--- config.mk ---
export PLATFORM = sky130hd
export DESIGN_NAME = dev_flat
export DESIGN_NICKNAME = d
export VERILOG_FILES = /design/src/rtl/dev_pkg.sv /design/src/rtl/dev_if.sv /design/src/rtl/dev_sqrt_stage.sv /design/src/rtl/dev.sv /design/src/flat_wrapper.sv
export SDC_FILE = /design/constraint.sdc
export NUM_CORES = 1
export LEC_CHECK = 0
export CAP_MARGIN = 20
export CELL_PAD_IN_SITES_DETAIL_PLACEMENT = 0
export CELL_PAD_IN_SITES_GLOBAL_PLACEMENT = 1
export CORE_MARGIN = 10
export CORE_UTILIZATION = 41
export DETAILED_ROUTE_END_ITERATION = 10
export GPL_TIMING_DRIVEN = 0
export PLACE_DENSITY = 0.76
export RECOVER_POWER = 25
export SLEW_MARGIN = 20
export SYNTH_ARGS = -nofsm -noshare
export SYNTH_HDL_FRONTEND = slang
export SYNTH_HIERARCHICAL = 1
export SYNTH_SLANG_ARGS = --single-unit
--- constraint.sdc ---
create_clock -name clk -period 2.5 [get_ports clk]
set_clock_uncertainty 0.2 [all_clocks]
set_input_delay 0.5 -clock clk [delete_from_list [all_inputs] [get_ports clk]]
set_output_delay 0.5 -clock clk [all_outputs]
set_load 0.02 [all_outputs]
--- src/rtl/dev_pkg.sv ---
// -----------------------------------------------------------------------------
// dev_pkg
//   Shared constants and types for the deviation (integer square root) stage.
//
//   DEV_W     data width of SP_out / D_out (must be even)
//   DEV_L     pipeline depth = number of root bits = DEV_W/2
//   DEV_RW    width of the partial remainder carried between stages
//   DEV_ROUND 1 when the build rounds the root to nearest
//
//   Configuration macro: DEV_ROUND_EN
//     defined   -> D_out is the round-to-nearest square root
//     undefined -> D_out is the floor square root (default)
// -----------------------------------------------------------------------------
package dev_pkg;

   localparam int DEV_W  = 20;
   localparam int DEV_L  = DEV_W / 2;
   localparam int DEV_RW = DEV_L + 2;

`ifdef DEV_ROUND_EN
   localparam bit DEV_ROUND = 1'b1;
`else
   localparam bit DEV_ROUND = 1'b0;
`endif

   // State handed from one recurrence stage to the next.
   //   valid : sample present in this slot
   //   neg   : the original input was negative
   //   rem   : partial remainder (radicand bits consumed so far minus root^2)
   //   root  : partial root, grows by one bit per stage from the LSB end
   //   rad   : radicand bits not yet consumed, left-aligned (next pair at MSBs)
   typedef struct packed {
      logic              valid;
      logic              neg;
      logic [DEV_RW-1:0] rem;
      logic [DEV_L-1:0]  root;
      logic [DEV_W-1:0]  rad;
   } stage_t;

endpackage

--- src/rtl/dev_if.sv ---
// -----------------------------------------------------------------------------
// dev_if
//   Stream interface of the deviation stage.
//
//   in_valid   upstream sample valid
//   SP_out     signed two's-complement radicand
//   out_valid  result valid
//   D_out      non-negative root (upper half always 0)
//   neg        matching input was negative (D_out forced to 0)
//
//   master : the side driving samples and consuming results
//   slave  : the dev block itself
// -----------------------------------------------------------------------------
interface dev_if;
   import dev_pkg::*;

   logic             in_valid;
   logic [DEV_W-1:0] SP_out;
   logic             out_valid;
   logic [DEV_W-1:0] D_out;
   logic             neg;

   modport master (
      output in_valid, SP_out,
      input  out_valid, D_out, neg
   );

   modport slave (
      input  in_valid, SP_out,
      output out_valid, D_out, neg
   );

endinterface

--- src/rtl/dev_sqrt_stage.sv ---
// -----------------------------------------------------------------------------
// dev_sqrt_stage
//   One registered step of the bitwise square-root digit recurrence.
//   Consumes the next two radicand bits (MSB first), decides one root bit,
//   and registers the updated stage state.
//
//   Parameters
//     IDX    stage index, 0 .. DEV_L-1; the last stage applies the optional
//            round-to-nearest increment (DEV_ROUND_EN builds)
//
//   Ports
//     clk    system clock, rising edge
//     rst    synchronous active-high reset, clears the valid bit only
//     s_in   stage state from the previous stage (or input conditioning)
//     s_out  registered stage state for the next stage (or output)
// -----------------------------------------------------------------------------
module dev_sqrt_stage
   import dev_pkg::*;
#(
   parameter int IDX = 0
) (
   input  logic   clk,
   input  logic   rst,
   input  stage_t s_in,
   output stage_t s_out
);

   localparam bit LAST = (IDX == DEV_L - 1);

   logic [DEV_RW+1:0] acc;
   logic [DEV_RW+1:0] sub;
   logic [DEV_RW-1:0] diff;
   logic              ge;
   logic [DEV_RW-1:0] rem_nx;
   logic [DEV_L-1:0]  root_nx;
   logic [DEV_L-1:0]  root_fin;

   // Restoring recurrence: with root q and remainder r so far, bringing down
   // the next pair p gives 4r+p. The trial subtrahend is 4q+1 ((2q+1)^2 - 4q^2).
   // If it fits, the new root bit is 1 and the difference is kept.
   // The remainder never exceeds 2q, so it always fits in DEV_RW bits.
   // NOTE: combinational logic uses blocking '=' with every output assigned a
   // default first, so no latch is inferred and later lines see earlier values.
   always_comb begin
      acc      = {s_in.rem, s_in.rad[DEV_W-1 -: 2]};
      sub      = {2'b00, s_in.root, 2'b01};
      diff     = DEV_RW'(acc - sub);
      ge       = (acc >= sub);
      rem_nx   = ge ? diff : acc[DEV_RW-1:0];
      root_nx  = {s_in.root[DEV_L-2:0], ge};
      root_fin = root_nx;
      // Round to nearest: x > q^2 + q  <=>  sqrt(x) > q + 0.5 for integer x.
      if (DEV_ROUND && LAST && ({{(DEV_RW-DEV_L){1'b0}}, root_nx} < rem_nx)) begin
         root_fin = root_nx + DEV_L'(1);
      end
   end

   // NOTE: only the valid bit is reset; the data fields are qualified by valid
   // downstream, so they are free-running registers without reset.
   always_ff @(posedge clk) begin
      if (rst) begin
         s_out.valid <= 1'b0;
      end else begin
         s_out.valid <= s_in.valid;
      end
      s_out.neg  <= s_in.neg;
      s_out.rem  <= rem_nx;
      s_out.root <= root_fin;
      s_out.rad  <= {s_in.rad[DEV_W-3:0], 2'b00};
   end

endmodule

--- src/rtl/dev.sv ---
// -----------------------------------------------------------------------------
// dev
//   Deviation stage: integer square root of the signed SP_out sample.
//   Fully pipelined, one result per clock, latency DEV_L (10) cycles: a sample
//   captured at rising edge n is presented at the outputs after edge n+DEV_L-1,
//   i.e. it is seen by the downstream consumer at edge n+DEV_L.
//
//   Ports
//     clk            system clock, rising edge
//     rst            synchronous active-high reset; discards in-flight samples
//     bus (slave)    in_valid, SP_out  -> input sample
//                    out_valid, D_out, neg -> result
//
//   Behaviour
//     SP_out >= 0 : D_out = floor(sqrt(SP_out)), neg = 0
//     SP_out <  0 : D_out = 0, neg = 1
//     out_valid=0 : D_out = 0, neg = 0
//
//   Configuration macro: DEV_ROUND_EN (see dev_pkg) selects round-to-nearest.
// -----------------------------------------------------------------------------
module dev
   import dev_pkg::*;
(
   input logic  clk,
   input logic  rst,
   dev_if.slave bus
);

   stage_t st [DEV_L+1];
   stage_t head;
   stage_t tail;
   logic   sign;

   // Input conditioning: a negative sample is flagged and its magnitude forced
   // to zero so the recurrence runs on a harmless value; the flag rides along.
   assign sign = bus.SP_out[DEV_W-1];

   always_comb begin
      head       = '0;
      head.valid = bus.in_valid;
      head.neg   = sign;
      head.rad   = sign ? '0 : bus.SP_out;
   end

   assign st[0] = head;

   // One root bit per stage; the last stage register doubles as the output
   // register, which keeps the latency at exactly DEV_L cycles.
   for (genvar k = 0; k < DEV_L; k++) begin : g_stage
      dev_sqrt_stage #(
         .IDX (k)
      ) u_stage (
         .clk   (clk),
         .rst   (rst),
         .s_in  (st[k]),
         .s_out (st[k+1])
      );
   end

   assign tail = st[DEV_L];

   // Data registers are not reset, so outputs are gated by the valid bit to
   // read zero whenever no result is being presented.
   assign bus.out_valid = tail.valid;
   assign bus.neg       = tail.valid & tail.neg;
   assign bus.D_out     = (tail.valid && !tail.neg) ? {{(DEV_W-DEV_L){1'b0}}, tail.root} : '0;

   // The final remainder and the exhausted radicand are not needed past the
   // last stage.
   logic unused_tail;
   assign unused_tail = ^{tail.rem, tail.rad};

endmodule

--- src/flat_wrapper.sv ---
// flat-port wrapper written by rule: the top's interface ports become plain ports
module dev_flat import dev_pkg::*;
  (clk, rst, bus_in_valid, bus_SP_out, bus_out_valid, bus_D_out, bus_neg);
  dev_if bus_i ();
  input logic clk;
  input logic rst;
  input wire logic [$bits(bus_i.in_valid)-1:0] bus_in_valid;
  input wire logic [$bits(bus_i.SP_out)-1:0] bus_SP_out;
  output wire logic [$bits(bus_i.out_valid)-1:0] bus_out_valid;
  output wire logic [$bits(bus_i.D_out)-1:0] bus_D_out;
  output wire logic [$bits(bus_i.neg)-1:0] bus_neg;
  assign bus_i.in_valid = bus_in_valid;
  assign bus_i.SP_out = bus_SP_out;
  assign bus_out_valid = bus_i.out_valid;
  assign bus_D_out = bus_i.D_out;
  assign bus_neg = bus_i.neg;
  dev u_core (.clk(clk), .rst(rst), .bus(bus_i));
endmodule
Word level (Yosys, flattened, before mapping)
Index checks and enable logic that the tools add are counted.
{"block": "totals", "regBits": 264, "latch_bits": 0, "ram_bits": 0, "romBits": 0, "inputBits": 23, "out_inout_bits": 22, "word_cells": 82, "memories": 0}
{"block": "classes", "n_addsub": 9, "multipliers": 0, "n_div": 0, "n_lt_le_gt_ge": 10, "n_eq_ne": 0, "shifts": 0, "n_mux": 11, "bitwise_logic": 1, "reduce_logical": 2}
{"operator": "$mux 12", "count": 8}
{"operator": "$mux 19", "count": 1}
{"operator": "$ge 14x10->1", "count": 1}
{"operator": "$ge 14x11->1", "count": 1}
{"operator": "$ge 14x3->1", "count": 1}
{"operator": "$ge 14x4->1", "count": 1}
{"operator": "$ge 14x5->1", "count": 1}
{"operator": "$ge 14x6->1", "count": 1}
{"operator": "$ge 14x7->1", "count": 1}
{"operator": "$ge 14x8->1", "count": 1}
{"operator": "$ge 14x9->1", "count": 1}
{"operator": "$sub 12x10->12", "count": 1}
{"operator": "$sub 12x3->12", "count": 1}
{"operator": "$sub 12x4->12", "count": 1}
{"operator": "$sub 12x5->12", "count": 1}
{"operator": "$sub 12x6->12", "count": 1}
{"operator": "$sub 12x7->12", "count": 1}
{"operator": "$sub 12x8->12", "count": 1}
{"operator": "$sub 12x9->12", "count": 1}
{"operator": "$mux 10", "count": 1}
{"operator": "$ge 2x1->1 const B", "count": 1}
{"operator": "$mux 2", "count": 1}
{"operator": "$sub 1x1->2 const B", "count": 1}
{"operator": "$and 1x1->1", "count": 1}
{"operator": "other kinds (2)", "count": 2}

Longest topological paths before layout
Gate-level depths: netlist of run 1.
{"block": "logic_depth", "depth_word": 3, "ltp_mapped": 10, "ltp_nobuf": 9}

Cells and area by module
The synthesis of run 1 kept the hierarchy.
{"mod": "dev_sqrt_stage at u_core.g_stage[0].u_stage ...", "n_inst": 9, "cells_each": 155, "area_per_inst_um2": 1585.3, "seq_area_each_um2": 840.8}
{"mod": "dev_sqrt_stage at u_core.g_stage[4].u_stage", "n_inst": 1, "cells_each": 145, "area_per_inst_um2": 1679.1, "seq_area_each_um2": 840.8}
{"mod": "dev", "n_inst": 1, "cells_each": 44, "area_per_inst_um2": 319.1, "seq_area_each_um2": 0.0}

Worst setup path after synthesis of run 1
OpenSTA, ideal clock, no wires.
{"block": "synth_path", "path_type": "flip-flop to flip-flop", "from": "register u_core/g_stage[3].u_stage/s_out[20] (netlist name)", "to": "register u_core/g_stage[4].u_stage/s_out[34] (netlist name)", "setup_ns": 0.121, "t_arrival_ns": 1.901, "required_time_ns": 2.179, "slack_ns": 0.277, "path_stages_with_launch": 10, "n_path_buf": 1, "period_less_slack_ns": 2.223, "cell_sequence": "dfxtp_1 > inv_1 > ha_1 > nor2b_4 > o211ai_2 > a21boi_4 > a31oi_4 > a21oi_4 > buf_12 > mux2_4"}
{"block": "synth_between", "elab_chain_cells": 2, "elab_cells_between_ends": 3, "classes_between": "add/sub (1); order compare (1); mux (1)"}
{"element": "from (decl)", "line_no": "dev_sqrt_stage.sv:25", "rtl": "output stage_t s_out"}
{"element": "$ge 14x6->1", "line_no": "dev_sqrt_stage.sv:48", "rtl": "ge = (acc >= sub);"}
{"element": "net u_core.g_stage[4].u_stage.ge", "line_no": "dev_sqrt_stage.sv:33", "rtl": "logic ge;"}
{"element": "$mux 12", "line_no": "dev_sqrt_stage.sv:49", "rtl": "rem_nx = ge ? diff : acc[DEV_RW-1:0];"}
{"element": "net u_core.g_stage[4].u_stage.rem_nx[4]", "line_no": "dev_sqrt_stage.sv:34", "rtl": "logic [DEV_RW-1:0] rem_nx;"}
{"element": "to (decl)", "line_no": "dev_sqrt_stage.sv:25"}
The timed path passes the listed nets, and every way through them passes these cells.
A chain may end at the register's enable or synchronous reset.

Final worst setup path of run 1
{"block": "layout_path", "from": "register u_core/g_stage[5].u_stage/s_out[20] (netlist name)", "to": "register u_core/g_stage[6].u_stage/s_out[40] (netlist name)"}
{"block": "layout_between", "elab_chain_cells": 2, "elab_cells_between_ends": 3, "classes_between": "add/sub (1); order compare (1); mux (1)"}
{"element": "from (decl)", "line_no": "dev_sqrt_stage.sv:25"}
{"element": "$sub 12x8->12 / $ge 14x8->1 (equally long branches)", "line_no": "dev_sqrt_stage.sv:47, dev_sqrt_stage.sv:48"}
{"element": "$mux 12 (*)", "line_no": "dev_sqrt_stage.sv:49"}
{"element": "net u_core.g_stage[6].u_stage.rem_nx[10]", "line_no": "dev_sqrt_stage.sv:34"}
{"element": "to (decl)", "line_no": "dev_sqrt_stage.sv:25"}
Mark *: on every way through the listed nets, which the timed path passes. The rest lies on a longest branch.

==> reports/metrics.yaml, run 1 <==
dieArea_um2: 41000
rows: 66
place_congestion: 0.819
vias: 9261
max_cap_viol_count: 0
numPortBuffers: 34
final_cells: 1993
postRouteAntennaNets: 0
slew_headroom_pct: 64.8
slowest_delay_ps: 430
place_inst: 1917
synth_area_um2: 13700
avgSynthCellArea_um2: 9.85
crit_required_ps: 2690
grt_pass1_vias: 8967
grt_pass1_wl_um: 42900
core_um2: 32700
post_dp_cell_area_um2: 14800
drt_first_iter_violations: 369
grt_max_degree: 16
synth_cells: 1387
routed_wl_um: 25800
cts_buffer_depth: 3
numCtsBuffers: 35
cts.htree.levels: 2
fin_nets: 1669
ios: 45
viasPerCell: 4.65
start_util_pct: 41.8
top_regs: "u_core/g_stage.u_stage/s_out x318"
cts_tree: "built"
post-route-period-util_pct: 97.9
crit_chain: "inv_1, ha_4, nor2b_1, o211ai_2, a31oi_4, o31ai_4, clkbuf_4, o21ai_1"
clk_pin_slew_ps: 60
peakVddDrop_v: 0.000566
pwr_density_cell_nw_per_um2: 1380
finalSetupViolations: 0
dp_hpwl_um: 20200
die_h_um: 203
first_pass_iters: 4
finalHoldViolCount: 0
start_kind: "flop"
yosysWarnings: 6
largest_register: "u_core/g_stage.u_stage/s_out"
drv_slew: 0
track_usage_pct: 12.4
drive_above_1_share_pct: 12.1
clock-sinks: 318
area_growth_pct: 17.8
p_leak_nw: 7.23
endpoint_kind: "flop"
route.detailed.drc: 0
critical_path_peak_fanout: 5
min_path_type: "reg2reg"
grt.overflow.total: 0
fp.dieW_um: 203
final_cell_area_um2: 16100
min_path_cells: 0
fin_crit_ps: 2450
diodes: 0
antenna_found_initial: 0
slowest_stage: "o31ai_4"
cts-root-buf: "clkbuf_16"
fmax_mhz: 409
insertion_delay_ps: 510
tightest_slew_ps: 525
largest_reg_flops: 318
status: "finished, final reports clean"
wl_per_cell_um: 13.0
cp_data_arrival_time_ps: 2630
r2r_cells: 8
crit_type: "reg2reg"
[what timing repair did]
item                       CTS  global route
gates cloned                 0             1
buffers inserted             0            13
pin swaps                    1            12
gates resized for setup     14            17
setup endpoints to repair   35            75
hold buffers                 0             0
[worst max-delay path, delay by kind of cell (launching register included)]
family	cells	cell delay, ps
fa+ha+maj	1	250
buf+inv	2	380
flops	1	330
simple gates	1	160
compound gates	4	1000
[placed cells by master (no fill, tap or decap), types with 10 or more instances in the layout]
cell             count
nor2_1              54
clkdlybuf4s50_1     23
buf_4               25
a21oi_4             10
o211ai_1            10
nand4_1             11
o211ai_2            10
buf_6               17
o21ai_0            120
dfxtp_1            316
inv_1              131
nand3_1             12
ha_1               115
xnor2_1             48
dlygate4sd2_1       10
nor3_1              29
clkbuf_16           35
nand2_1            149
conb_1              55
nand2b_1            26
xor2_1              42
a21oi_1             40
o21ai_1             35
nor2b_1             31
and3b_1             10
[where the power goes]
group | leakage, nW | internal, mW | switching, mW
sequential | 2.67 | 6.53 | 0.671
clock | 0.573 | 3.06 | 2.00
combinational | 4.00 | 4.60 | 5.37
total | 7.23 | 14.2 | 8.04
[per-layer routing]
| metal | track usage, % | up-vias | part of all wire [%] |
|---|---|---|---|
| met5 | 0 | - | 0 |
| met4 | 3.65 | 0 | 1.9 |
| met3 | 2.13 | 41 | 3.4 |
| met2 | 19.8 | 130 | 45 |
| met1 | 16.7 | 4195 | 50 |
| li1 | - | 4895 | - |
[path summary, 6_finish.rpt]
| path | startpoint | endpoint | slack, ps |
|---|---|---|---|
| max | u_core/g_stage[5].u_stage/s_out[20] | u_core/g_stage[6].u_stage/s_out[40] | 50 |
| min | u_core/g_stage[1].u_stage/s_out[16] | u_core/g_stage[2].u_stage/s_out[18] | 120 |
| max reg2reg | u_core/g_stage[5].u_stage/s_out[20] | u_core/g_stage[6].u_stage/s_out[40] | 50 |
| min reg2reg | u_core/g_stage[1].u_stage/s_out[16] | u_core/g_stage[2].u_stage/s_out[18] | 120 |
[cell type report]
cell class | count | area [µm²]
fill | 3072 | 16600
multi-input combinational | 950 | 6710
sequential | 318 | 6370
clock buffer | 50 | 1010
tap | 442 | 553
inverter | 131 | 492
timing repair buffer | 48 | 434
buffer | 42 | 362
clock inverter | 12 | 160
[stage by stage]
stage | setup WS, ps | power, mW | util [%] | hold slack [ps] | TNS, ps
detailed placement | -872 | 16.9 | 45.1 | 112 | -10510
global placement | -835 | 16.7 | 45.1 | 110 | -10120
CTS | 7.02 | 22.1 | 48.7 | 115 | 0
global route | -1.12 | 23.9 | 49.2 | 126 | -1.12
floorplan | 277 | 14.9 | - | 110 | 0
finish | 53.3 | 22.2 | 49.2 | 119 | 0
Note: power is estimated with default switching activity, not from simulation.
==> run 2, diff against run 1 <==
- HOLD_SLACK_MARGIN: not set -> 0.02
- SETUP_SLACK_MARGIN: not set -> 0.3
==> run 2 against run 1 <==
Non-clock buffer count increased by 87; sequential power increased by 3.6%; core utilization increased by 6.6 points; critical path depth increased by 1; combinational power increased by 41%; cell count increased by 4.4%; critical path type unchanged; sequential share of layout area decreased by 4.4 points; clock power increased by 1%; wire length increased by 15%.
==> reports/metrics.yaml, run 2 (same netlist as run 1, synthesis figures left out) <==
status: "finished, final reports clean"
start_util_pct: 41.8  # unchanged
first_pass_iters: 4  # unchanged
fp.dieW_um: 203  # unchanged
grt.overflow.total: 0  # unchanged
wl_per_cell_um: 14.3  # +10%
numCtsBuffers: 35  # unchanged
crit_required_ps: 2690  # about the same
min_path_cells: 1  # +1
crit_type: "reg2reg"
grt_max_degree: 16  # unchanged
peakVddDrop_v: 0.000719  # +27%
critical_path_peak_fanout: 8  # +3
cts-root-buf: "clkbuf_16"
crit_end: "u_core/g_stage[4].u_stage/s_out[37]"
largest_reg_flops: 318  # unchanged
track_usage_pct: 13.4  # +1.0 points
postRouteAntennaNets: 0  # unchanged
cts_tree: "built"
numPortBuffers: 34  # unchanged
min_path_type: "in2reg"
finalHoldViolCount: 0  # unchanged
area_growth_pct: 33.6
pwr_density_cell_nw_per_um2: 1460  # +5.8%
grt_pass1_vias: 9432  # +5.2%
post-place-ws_ps: -828  # +44.3 ps
drive_above_1_share_pct: 28.6  # +17 points
mostFrequentLayoutCells: "dfxtp_1 (275), nand2_1 (144), inv_1 (122), buf_4 (87), o21ai_0 (81)"
max_cap_viol_count: 0  # unchanged
dp_hpwl_um: 20100  # -0.63%
core_um2: 32700  # unchanged
insertion_delay_ps: 520  # about the same
cp_data_arrival_time_ps: 2480  # -150 ps
drt_first_iter_violations: 538  # +46%
place_congestion: 0.818  # about the same
hold_path.startpoint: "bus_SP_out[19]"
final_util_pct: 55.8  # +6.6 points
mostFrequentLayoutCell: "dfxtp_1"
p_leak_nw: 7.87  # +8.7%
tightest_slew_ps: 502  # -22.4 ps
ios: 45  # unchanged
power_mw: 26.7  # +20%
r2r_end: "u_core/g_stage[4].u_stage/s_out[37]"
final_cells: 2081  # +4.4%
top_regs: "u_core/g_stage.u_stage/s_out x318"
endpoint_kind: "flop"
routed_wl_um: 29700  # +15%
start_kind: "flop"
die_h_um: 203  # unchanged
hold_slack_ps: 105  # -14.5 ps
reg2reg_from: "u_core/g_stage[3].u_stage/s_out[21]"
antenna_found_initial: 0  # unchanged
finalSetupViolations: 0  # unchanged
cts_buffer_depth: 3  # unchanged
drv_slew: 0  # unchanged
post-route-period-util_pct: 91.5  # -6.3 points
grt_pass1_wl_um: 46400  # +8.2%
fmax_mhz: 437  # +6.9%
diodes: 0  # unchanged
setup_ws_ps: 212  # +159 ps
route.detailed.drc: 0  # unchanged
clk_pin_slew_ps: 60  # about the same
cp-startpoint: "u_core/g_stage[3].u_stage/s_out[21]"
largest_register: "u_core/g_stage.u_stage/s_out"
hold_buffers: 0  # unchanged
vias: 9850  # +6.4%
viasPerCell: 4.73  # +1.9%
slew_headroom_pct: 66.2  # +1.4 points
place_inst: 1917  # unchanged
reg2reg_slack_ps: 210  # +160 ps
rsz0062_at_grt: "true"
clock-sinks: 318  # unchanged
dieArea_um2: 41000  # unchanged
r2r_cells: 9  # +1
rows: 66  # unchanged
fin_crit_ps: 2290  # -159 ps
cts.htree.levels: 2  # unchanged
fin_nets: 1756  # +5.2%
==> run 2: changes by cell type in the layout (fill, tap and decap cells not counted), sizes merged, moves of 2 or more <==
cell           previous run  this run
clkbuf                   60        58
dlygate4sd2              10         2
clkdlybuf4s50            23        20
buf                      46       143
clkinvlp                  1         4
==> run 2: layout make-up <==
class	count	area (µm²)
Fill cell	2847	14500
Clock buffer	49	1010
Sequential cell	318	6420
Inverter	131	492
Multi-Input combinational cell	950	7880
Clock inverter	14	178
Buffer	42	447
Timing Repair Buffer	135	1270
Tap cell	442	553
==> run 2: worst min-delay path by stage <==
| stage | endpoint | slack (ps) |
|---|---|---|
| final | u_core/g_stage[0].u_stage/s_out[42] | 100 |
| after CTS | u_core/g_stage[3].u_stage/s_out[18] | 120 |
| after global placement | u_core/g_stage[2].u_stage/s_out[11] | 110 |
| after floorplan | u_core/g_stage[1].u_stage/s_out[10] | 110 |
| after global routing | u_core/g_stage[6].u_stage/s_out[18] | 120 |
| after detailed placement | u_core/g_stage[2].u_stage/s_out[12] | 110 |
==> run 2: through the flow <==
step	TNS, ps	cell area (µm²)
6_report	0	18200
5_1_grt	0	18200
4_1_cts	0	17000
3_5_place_dp	-9940	14800
3_3_place_gp	-9630	14800
2_1_floorplan	0	13900
==> run 2: what timing repair did <==
action                     CTS  global route
gates cloned                 9             6
pin swaps                   39            81
gates resized for setup    169           222
buffers inserted            46            40
setup endpoints to repair  128           120
==> run 2: per-layer routing <==
metal / global-route usage (%) / wire length [µm] / vias up
met3: 2.05 / 895 / 36
li1: - / - / 5068
met1: 18.4 / 14700 / 4625
met4: 3.49 / 422 / 0
met2: 21.5 / 13700 / 121
met5: 0 / 0 / -
==> run 2: where the power goes <==
| part | total (mW) | leakage [nW] | switching [mW] | internal [mW] |
|---|---|---|---|---|
| registers | 7.46 | 2.66 | 0.894 | 6.56 |
| clock network | 5.13 | 0.568 | 2.06 | 3.07 |
| logic | 14.1 | 4.63 | 6.70 | 7.40 |
| total | 26.7 | 7.87 | 9.66 | 17.0 |
==> run 2: worst max-delay path: stages, from the launching register on <==
cell and delay (ps):
dfxtp_2 340, inv_1 50, ha_1 300, buf_6 130
o211ai_2 100, a21boi_4 180, a31oi_4 120, a21oi_4 250
buf_12 170, mux2_4 310
==> run 3, diff against run 2 <==
- ABC_AREA: not set -> 1
- PLACE_DENSITY: 0.76 -> 0.79
==> run 3 against run 2 <==
Die area grew 15%; core utilization shrank 7.1 points; cell area grew 2.9%; cell count grew 32%; worst setup slack gained 160 ps; wire length grew 19%; critical endpoint is now u_core/g_stage[7].u_stage/s_out[30]; critical path type unchanged; synthesized cell count grew 47%; register-to-register slack gained 160 ps; via count grew 25%.
==> reports/metrics.yaml, run 3 <==
dp_hpwl_um: 27400  # +37%
r2r_cells: 11  # +2
clk_pin_slew_ps: 60  # about the same
max_cap_viol_count: 0  # unchanged
die_h_um: 217  # +7.2%
finalHoldViolCount: 0  # unchanged
place_congestion: 0.905  # +11%
drive_above_1_share_pct: 17.4  # -11 points
post-route-period-util_pct: 85.1  # -6.4 points
dieArea_um2: 47200  # +15%
endpoint_kind: "flop"
fmax_mhz: 470  # +7.6%
clkPwrFrac_pct: 22.4  # +3.2 points
route.detailed.drc: 0  # unchanged
ios: 45  # unchanged
grt_pass1_vias: 12000  # +27%
cts_tree: "built"
viasPerCell: 4.50  # -4.9%
fin_crit_ps: 2130  # -161 ps
drt_first_iter_violations: 637  # +18%
area_growth_pct: 17.8
seq_power_share_pct: 31.2  # +3.3 points
fin_nets: 2342  # +33%
synth_area_um2: 15900  # +17%
cts_buffer_depth: 3  # unchanged
setup_tns_ps: 0  # unchanged
internal-power_mw: 13.6  # -20%
final.fill_count: 3821  # +34%
track_usage_pct: 14.9  # +1.5 points
core_um2: 38600  # +18%
cts-root-buf: "clkbuf_16"
drv_slew: 0  # unchanged
mostFrequentLayoutCell: "nand2_1"
avgSynthCellArea_um2: 7.81  # -21%
rsz0062_at_grt: "true"
crit_type: "reg2reg"
wl_per_cell_um: 12.9  # -9.6%
numPortBuffers: 34  # unchanged
mostFrequentLayoutCells: "nand2_1 (540), inv_1 (374), dfxtp_1 (316), nor2_1 (129), ha_1 (101)"
pwr_density_cell_nw_per_um2: 1220  # -17%
final_util_pct: 48.7  # -7.1 points
diodes: 0  # unchanged
routed_wl_um: 35400  # +19%
hold_slack_ps: 125  # +19.8 ps
p_leak_nw: 10.3  # +30%
start_kind: "flop"
status: "finished, final reports clean"
antenna_found_initial: 0  # unchanged
grt.overflow.total: 0  # unchanged
synth_cells: 2041  # +47%
yosysWarnings: 6  # unchanged
largest_register: "u_core/g_stage.u_stage/s_out"
critical_path_peak_fanout: 10  # +2
crit_required_ps: 2720  # +30 ps
cp_data_arrival_time_ps: 2340  # -140 ps
numCtsBuffers: 36  # +2.9%
min_path_cells: 0  # -1
vias: 12300  # +25%
cts.htree.levels: 2  # unchanged
p_sw_mw: 9.33  # -3.5%
first_pass_iters: 6  # +2
largest_reg_flops: 318  # unchanged
comb_power_share_pct: 46.4  # -6.4 points
rows: 72  # +9.1%
swShare_pct: 40.7  # +4.5 points
top_regs: "u_core/g_stage.u_stage/s_out x318"
postRouteAntennaNets: 0  # unchanged
fp.dieW_um: 217  # +7.2%
start_util_pct: 41.3  # -0.43 points
grt_pass1_wl_um: 58100  # +25%
min_path_type: "reg2reg"
grt_max_degree: 16  # unchanged
clock-sinks: 318  # unchanged
insertion_delay_ps: 530  # about the same
finalSetupViolations: 0  # unchanged
peakVddDrop_v: 0.000534  # -26%
run 3: cell types whose count changed in the layout (fill, tap and decap cells not counted), moves of 53 or more:
cell     delta
inv_1     +252
nand2_1   +396
nand3_1    +53
nand3_2    +57
nand4_1    +79
nor2_1     +75
o21ai_0    -69
run 3: power groups by stage:
| stage | registers [mW] | logic, mW | clock network, mW |
|---|---|---|---|
| after global placement | 7.23 | 9.95 | 0 |
| after floorplan | 6.92 | 8.14 | 0 |
| after CTS | 7.14 | 10.2 | 5.28 |
| after global routing | 7.27 | 12.1 | 5.45 |
| after detailed placement | 7.24 | 10.1 | 0 |
| final | 7.14 | 10.6 | 5.14 |
run 3: final cells by class:
type / instances / area [µm²] / share of cell area [%]
Multi-Input combinational cell: 1334 / 8120 / 43.3
Sequential cell: 318 / 6370 / 33.9
Inverter: 420 / 1580 / 8.40
Clock buffer: 43 / 998 / 5.32
Tap cell: 518 / 648 / 3.45
Timing Repair Buffer: 67 / 592 / 3.15
Buffer: 22 / 302 / 1.61
Clock inverter: 21 / 169 / 0.900
run 3: path summary, 6_finish.rpt:
kind,start,endpoint,slack [ps]
max,u_core/g_stage[6].u_stage/s_out[27],u_core/g_stage[7].u_stage/s_out[30],370
min,u_core/g_stage[7].u_stage/s_out[42],u_core/g_stage[8].u_stage/s_out[42],120
max reg2reg,u_core/g_stage[6].u_stage/s_out[27],u_core/g_stage[7].u_stage/s_out[30],370
min reg2reg,u_core/g_stage[7].u_stage/s_out[42],u_core/g_stage[8].u_stage/s_out[42],120
run 3: repair_timing:
item / in CTS / in global routing
hold buffers: 0 / 0
setup buffers: 8 / 25
pin swaps: 8 / 16
cloned: 0 / 1
resized for setup: 32 / 44
setup endpoints to repair: 66 / 88
run 3: metrics by stage:
stage,area [µm²],instances,setup slack [ps],power (mW)
2_1_floorplan,16100,2093,461,15.1
3_3_place_gp,17100,2645,-317,17.2
3_5_place_dp,17100,2645,-323,17.3
4_1_cts,18400,2717,233,22.6
5_1_grt,18800,2743,276,24.9
6_report,18800,2743,373,22.9
run 3: metal layers:
| layer | GRT usage, % | wire (µm) | vias to the layer above |
|---|---|---|---|
| li1 | - | - | 6604 |
| met1 | 19.3 | 17300 | 5519 |
| met2 | 25.0 | 16200 | 171 |
| met3 | 2.23 | 1200 | 53 |
| met4 | 4.61 | 719 | 0 |
| met5 | 0 | 0 | - |
run 3: worst max-delay path, cell delays in order (launching register included):
cell,delay [ps]
dfxtp_1,350
inv_1,50
ha_1,370
nand2_2,140
inv_1,50
nand2_1,80
nand2_2,80
a21oi_4,220
nand3_4,170
buf_12,190
nand2_1,50
nand2_1,50
